[src/rtl/missile_alien_collide.sv]
// Per-frame player-missile vs. alien-formation collision scanner.
// Owns the alive bitmap and emits one kill (with points) per frame at most.
module missile_alien_collide #(
  parameter int ROWS      = 5,
  parameter int COLS      = 11,
  parameter int ALIEN_W   = 24,
  parameter int ALIEN_H   = 16,
  parameter int COL_PITCH = 32,
  parameter int ROW_PITCH = 24,
  parameter int MISSILE_W = 4,
  parameter int MISSILE_H = 8
) (
  input  logic                 Clk,
  input  logic                 reset,
  input  logic                 vsync,
  input  logic                 missile_exists,
  input  logic [9:0]           playerMissileX,
  input  logic [9:0]           playerMissileY,
  input  logic [9:0]           alienX,
  input  logic [9:0]           alienY,
  input  logic                 wave_reset,
  output logic                 has_collided,
  output logic [ROWS*COLS-1:0] alive_mask,
  output logic                 kill_valid,
  output logic [5:0]           kill_points,
  output logic                 all_dead
);

  localparam int N  = ROWS * COLS;
  localparam int IW = $clog2(N);
  localparam int RW = $clog2(ROWS);
  localparam int CW = $clog2(COLS);
  localparam logic [RW-1:0] LAST_ROW = RW'(ROWS - 1);
  localparam logic [CW-1:0] LAST_COL = CW'(COLS - 1);

  typedef enum logic [1:0] {S_IDLE, S_SCAN, S_HIT} state_t;

  logic          r_vs_meta, r_vs_sync, r_vs_prev;
  logic          w_frame_start;
  state_t        r_state;
  logic [RW-1:0] r_row;
  logic [CW-1:0] r_col;
  logic [IW-1:0] r_idx;
  logic [9:0]    r_mx, r_my, r_ax, r_ay;
  logic          r_has_collided;
  logic [N-1:0]  r_alive;
  logic          r_kill_valid;
  logic [5:0]    r_kill_points;

  logic [10:0]   w_mx, w_my, w_al, w_at;
  logic          w_hit, w_last;

  always_ff @(posedge Clk) begin
    if (reset) begin
      r_vs_meta <= 1'b0;
      r_vs_sync <= 1'b0;
      r_vs_prev <= 1'b0;
    end else begin
      r_vs_meta <= vsync;
      r_vs_sync <= r_vs_meta;
      r_vs_prev <= r_vs_sync;
    end
  end

  assign w_frame_start = r_vs_sync & ~r_vs_prev;

  // 11-bit sums so positions near the right/bottom of the screen never wrap
  assign w_mx = {1'b0, r_mx};
  assign w_my = {1'b0, r_my};
  assign w_al = {1'b0, r_ax} + 11'(r_col) * 11'(COL_PITCH);
  assign w_at = {1'b0, r_ay} + 11'(r_row) * 11'(ROW_PITCH);

  assign w_hit = (w_mx < w_al + 11'(ALIEN_W)) && (w_mx + 11'(MISSILE_W) > w_al) &&
                 (w_my < w_at + 11'(ALIEN_H)) && (w_my + 11'(MISSILE_H) > w_at);
  assign w_last = (r_row == LAST_ROW) && (r_col == LAST_COL);

  function automatic logic [5:0] row_points(input logic [RW-1:0] row);
    if (row == '0)
      return 6'd30;
    else if (row <= RW'(2))
      return 6'd20;
    else
      return 6'd10;
  endfunction

  always_ff @(posedge Clk) begin
    if (reset) begin
      r_state        <= S_IDLE;
      r_row          <= '0;
      r_col          <= '0;
      r_idx          <= '0;
      r_mx           <= '0;
      r_my           <= '0;
      r_ax           <= '0;
      r_ay           <= '0;
      r_has_collided <= 1'b0;
      r_alive        <= '1;
      r_kill_valid   <= 1'b0;
      r_kill_points  <= '0;
    end else begin
      r_kill_valid <= 1'b0;
      if (wave_reset) begin
        r_alive        <= '1;
        r_has_collided <= 1'b0;
        r_state        <= S_IDLE;
      end else begin
        case (r_state)
          S_IDLE: begin
            if (w_frame_start) begin
              r_has_collided <= 1'b0;
              if (missile_exists) begin
                r_mx    <= playerMissileX;
                r_my    <= playerMissileY;
                r_ax    <= alienX;
                r_ay    <= alienY;
                r_row   <= '0;
                r_col   <= '0;
                r_idx   <= '0;
                r_state <= S_SCAN;
              end
            end
          end
          S_SCAN: begin
            // Stop on the first live overlap; row/col/idx stay on the victim
            if (w_hit && r_alive[r_idx]) begin
              r_state <= S_HIT;
            end else if (w_last) begin
              r_state <= S_IDLE;
            end else begin
              r_idx <= r_idx + 1'b1;
              if (r_col == LAST_COL) begin
                r_col <= '0;
                r_row <= r_row + 1'b1;
              end else begin
                r_col <= r_col + 1'b1;
              end
            end
          end
          S_HIT: begin
            r_alive[r_idx] <= 1'b0;
            r_has_collided <= 1'b1;
            r_kill_valid   <= 1'b1;
            r_kill_points  <= row_points(r_row);
            r_state        <= S_IDLE;
          end
          default: r_state <= S_IDLE;
        endcase
      end
    end
  end

  assign has_collided = r_has_collided;
  assign alive_mask   = r_alive;
  assign kill_valid   = r_kill_valid;
  assign kill_points  = r_kill_points;
  assign all_dead     = ~|r_alive;

endmodule
[config.mk]
export PLATFORM = sky130hd
export DESIGN_NAME = missile_alien_collide
export DESIGN_NICKNAME = d
export VERILOG_FILES = /design/src/rtl/missile_alien_collide.sv
export SDC_FILE = /design/constraint.sdc
export NUM_CORES = 1
export LEC_CHECK = 0
export CAP_MARGIN = 25
export CORE_ASPECT_RATIO = 1.25
export CORE_MARGIN = 2
export CORE_UTILIZATION = 45
export CTS_CLUSTER_SIZE = 20
export DETAILED_ROUTE_END_ITERATION = 6
export PLACE_DENSITY = 0.72
export SKIP_LAST_GASP = 1
export SYNTH_ARGS = -nofsm -noshare
export SYNTH_HDL_FRONTEND = slang
export SYNTH_SLANG_ARGS = --single-unit
[constraint.sdc]
create_clock -name Clk -period 3.7 [get_ports Clk]
set_input_delay 0.74 -clock Clk [delete_from_list [all_inputs] [get_ports Clk]]
set_output_delay 0.74 -clock Clk [all_outputs]
set_load 0.05 [all_outputs]
==> metrics.md <==
| Metric | Value |
|---|---|
| Run status | `complete, but fails checks` |
| Failing checks | `negative setup slack` |
| Initial Util | `46.08%` |
| Antenna Cells | `0` |
| First drt pass iteration count | `5` |
| Initial antenna violation count | `0` |
| Slew Limit Fails | `0` |
| Largest net degree at the start of global routing | `59` |
| Achievable Freq | `258.0 MHz` |
| Core area | `0.01441 sq mm` |
| Syn_area_per_cell | `7.989 sq um` |
| CTS buffer count | `17` |
| Bufs and invs on worst path | `1` |
| Clock-pin slew on the worst setup and hold paths | `60 ps` |
| Main synth FF type | `dfxtp_1` |
| Worst Hold Path Cells | `1` |
| Syn. warnings | `0` |
| Gate Count Post-Synth | `831` |
| Design Area, Final | `0.008950 sq mm` |
| Routed length on met2 | `9375 microns` |
| DP Area | `0.008104 sq mm` |
| Worst min path class | `reg -> reg` |
| Vias | `6611` |
| Critical Path Fanout Max | `4` |
| Minimum clock period | `3876 ps` |
| Worst hold margin | `440.7 ps` |
| Flops & latches, synth | `117` |
| Library cells used by synthesis | `58` |
| Global-route usage over all layers | `25.12%` |
| Final period utilization | `104.8%` |
| Layout area overhead | `34.81%` |
| Residual DRC | `0` |
| Crit Reg-Reg Startpoint | `r_row[1]$_SDFFE_PP0P_` |
| Root Driver | `clkbuf_16` |
| Share of cells above drive strength 1 | `13.80%` |
| Static leakage | `0.003422 uW` |
| Boundary pin count | `109` |
| Mapped Area | `0.006639 sq mm` |
| Top-count cell post-synth | `nand2_1` |
| CP startpoint | `r_row[1]$_SDFFE_PP0P_` |
| Worst path cell trace | `ha_4, fa_2, xor2_1, ha_1, o21ai_1, o21bai_1, a21oi_2, xnor2_2, ha_1, nand3_2, nor3_1, a2111oi_2, and4b_2, a21oi_4, buf_6, or3_1, a21oi_1` |
| Final HPWL DP | `13710 microns` |
| Most used cell, CP | `ha_1` |
| MaxCap Viol Count | `0` |
| CTS tree | `done` |
| DR vias/cell | `5.719` |
| Synth cell count leaders | `nand2_1 (173), dfxtp_1 (117), o21ai_0 (73)` |
| Final setup viols | `11` |
| Reg2reg end | `r_col[0]$_SDFFE_PP0P_` |
| H-Tree Depth | `4` |
| Fillers | `1219` |
| Core Rows | `49` |
| CP Depth | `17` |
| Total wire length | `19690 microns` |
| M1 WL | `8454 microns` |
| Actual slew at the worst max-slew pin | `998.2 ps` |
| Critical Path AT | `4230 ps` |
| Synth async-reset ratio | `0%` |
| Die Ht | `139.8 microns` |
| Hold buffers post-CTS | `0` |
| CTS sink cnt | `117` |
| Flop2flop setup slack | `-180 ps` |
| CP delay by family, top | `adder cells` |
| Clock skew | `6.103 ps` |
| CP required | `4050 ps` |
| Routed WL per cell | `17.03 microns` |
| Crit path kind | `reg -> reg` |
| Max-slew headroom | `33.32%` |
| Peak supply drop | `0.0003528 V` |
| Hold Vio Cnt, Final | `0` |
| Cell Pwr Density | `343.7 mW/mm^2` |
| Total congestion overflow | `0` |
| Final ANT Viol Nets | `0` |
| Nets | `1072` |
| Die area | `0.01575 sq mm` |
| Largest cells by area after synthesis | `dfxtp_1 (35%), ha_1 (11%), nand2_1 (9.8%), o21ai_0 (5.5%), a21oi_1 (4.9%)` |
| Seq/Total Area, Yosys | `35.28%` |
| First-pass GRT wire length | `32060 microns` |
| R2R cell count | `17` |
| RSZ-0062 raised after global routing | `yes` |
| Post-synth EDFFs | `0` |
| IO buf count | `106` |
| Die width | `112.6 microns` |
| Slowest Stage Delay on Critical Path | `360 ps` |
| Met3 WL post-DR | `1237 microns` |
| GP Congestion | `0.9128` |
| Clock Path Buffers | `2` |
| Post-synth top area cell | `dfxtp_1` |
| Drt initial violations | `359` |
| Startpoint types | `flop` |
| Area share of the largest cell type after synthesis | `35.28%` |
| Vias in the first global route | `6424` |
| DR top layer | `met4` |
| Setup WS post-layout | `-176.3 ps` |
| Worst skew pair latency | `430 ps` |
| CP endpoint kind | `flop` |
| Setup WS pre-CTS | `-258.3 ps` |
| Worst setup endpoint | `r_col[0]$_SDFFE_PP0P_` |
| Slowest CP cell | `dfxtp_4` |
## final cells by class
class	instances	area, sq um	share of cell area, %
Sequential cell	117	2347	26.23
Inverter	32	120.1	1.342
Clock buffer	19	442.9	4.949
Tap cell	178	222.7	2.488
Timing Repair Buffer	156	1443	16.12
Multi-Input combinational cell	641	4250	47.49
Clock inverter	13	123.9	1.384
## through the flow
stage	std cells	TNS [ps]	util, %	power, uW
2_1_floorplan	832	0	-	1407
3_3_place_gp	1118	-1357	56.25	1496
3_5_place_dp	1118	-2899	56.25	1498
4_1_cts	1154	-1103	61.16	3077
5_1_grt	1156	-3993	62.12	3174
6_report	1156	-1003	62.12	3076
## flip-flops by register name, indices dropped and copies added (netlist names), 2 cells and up
signal       count
alive_mask      55
kill_points      2
r_ax            10
r_ay            10
r_col            4
r_idx            6
r_mx            10
r_my            10
r_row            3
r_state          2
## metal layers
layer	track usage (%)	vias up
met5	0	-
met1	31.52	3116
li1	-	3181
met2	41.66	255
met4	11.17	0
met3	4.878	59
## what timing repair did
| item | 4_1_cts | 5_1_grt |
|---|---|---|
| pin swaps | 13 | 22 |
| gates resized for setup | 26 | 23 |
| hold endpoints to repair | 0 | 0 |
| setup endpoints to repair | 15 | 15 |
| setup buffers | 4 | 3 |
## worst reg2reg max path, stage by stage (launching register included)
cell       delay (ps)
dfxtp_4           360
ha_4              160
fa_2              330
xor2_1            150
ha_1              320
o21ai_1            80
o21bai_1          180
a21oi_2           100
xnor2_2           300
ha_1              310
nand3_2            90
nor3_1             60
a2111oi_2         350
and4b_2           320
a21oi_4            70
buf_6             120
or3_1             330
a21oi_1           150
## power by group
part | internal, uW | switching [uW]
clock | 946 | 635
combinational | 106 | 112
sequential | 1270 | 8.60
## cells in the final DEF, fill, tap and decap left out, types with 4 or more instances in the layout
master           instances
o21ai_0                 67
nor4_1                  18
nor3b_1                  5
o21ai_1                  6
a21oi_1                 62
or2_2                    4
nor2_1                  28
nand4_1                 11
xnor2_1                 14
a211oi_1                 6
mux2i_1                  5
buf_4                   47
o22ai_1                 13
a21o_1                  10
and3_1                   6
inv_1                   30
ha_1                    55
clkbuf_16               17
clkdlybuf4s50_1        105
dfxtp_1                115
nand3_1                 19
nand2b_1                12
nand3b_1                 4
nor3_1                  15
or3_1                    7
ha_4                     4
clkinv_4                 4
nand2_1                171
xor2_1                  13
nor2b_1                 14
## kinds of logic (layout without fill, tap and decap cells)
logic type | count (synthesis) | count (layout) | share of synthesized area, %
flops | 117 | 117 | 35.28
buf+inv | 74 | 220 | 4.787
fa+ha+maj | 62 | 62 | 12.02
mux | 12 | 12 | 2.450
xor+xnor | 31 | 31 | 4.203
compound gates | 204 | 204 | 18.13
simple gates | 330 | 330 | 23.07
other cells | 1 | 2 | 0.05649
## how the worst min path moves through the flow
stage                          from                    to
2_1_floorplan  r_vs_meta$_SDFF_PP0_  r_vs_sync$_SDFF_PP0_
3_3_place_gp   r_vs_meta$_SDFF_PP0_  r_vs_sync$_SDFF_PP0_
3_5_place_dp   r_vs_meta$_SDFF_PP0_  r_vs_sync$_SDFF_PP0_
4_1_cts        r_vs_meta$_SDFF_PP0_  r_vs_sync$_SDFF_PP0_
5_1_grt        r_vs_meta$_SDFF_PP0_  r_vs_sync$_SDFF_PP0_
6_report       r_vs_meta$_SDFF_PP0_  r_vs_sync$_SDFF_PP0_
Power figures use the tool's default switching activity.
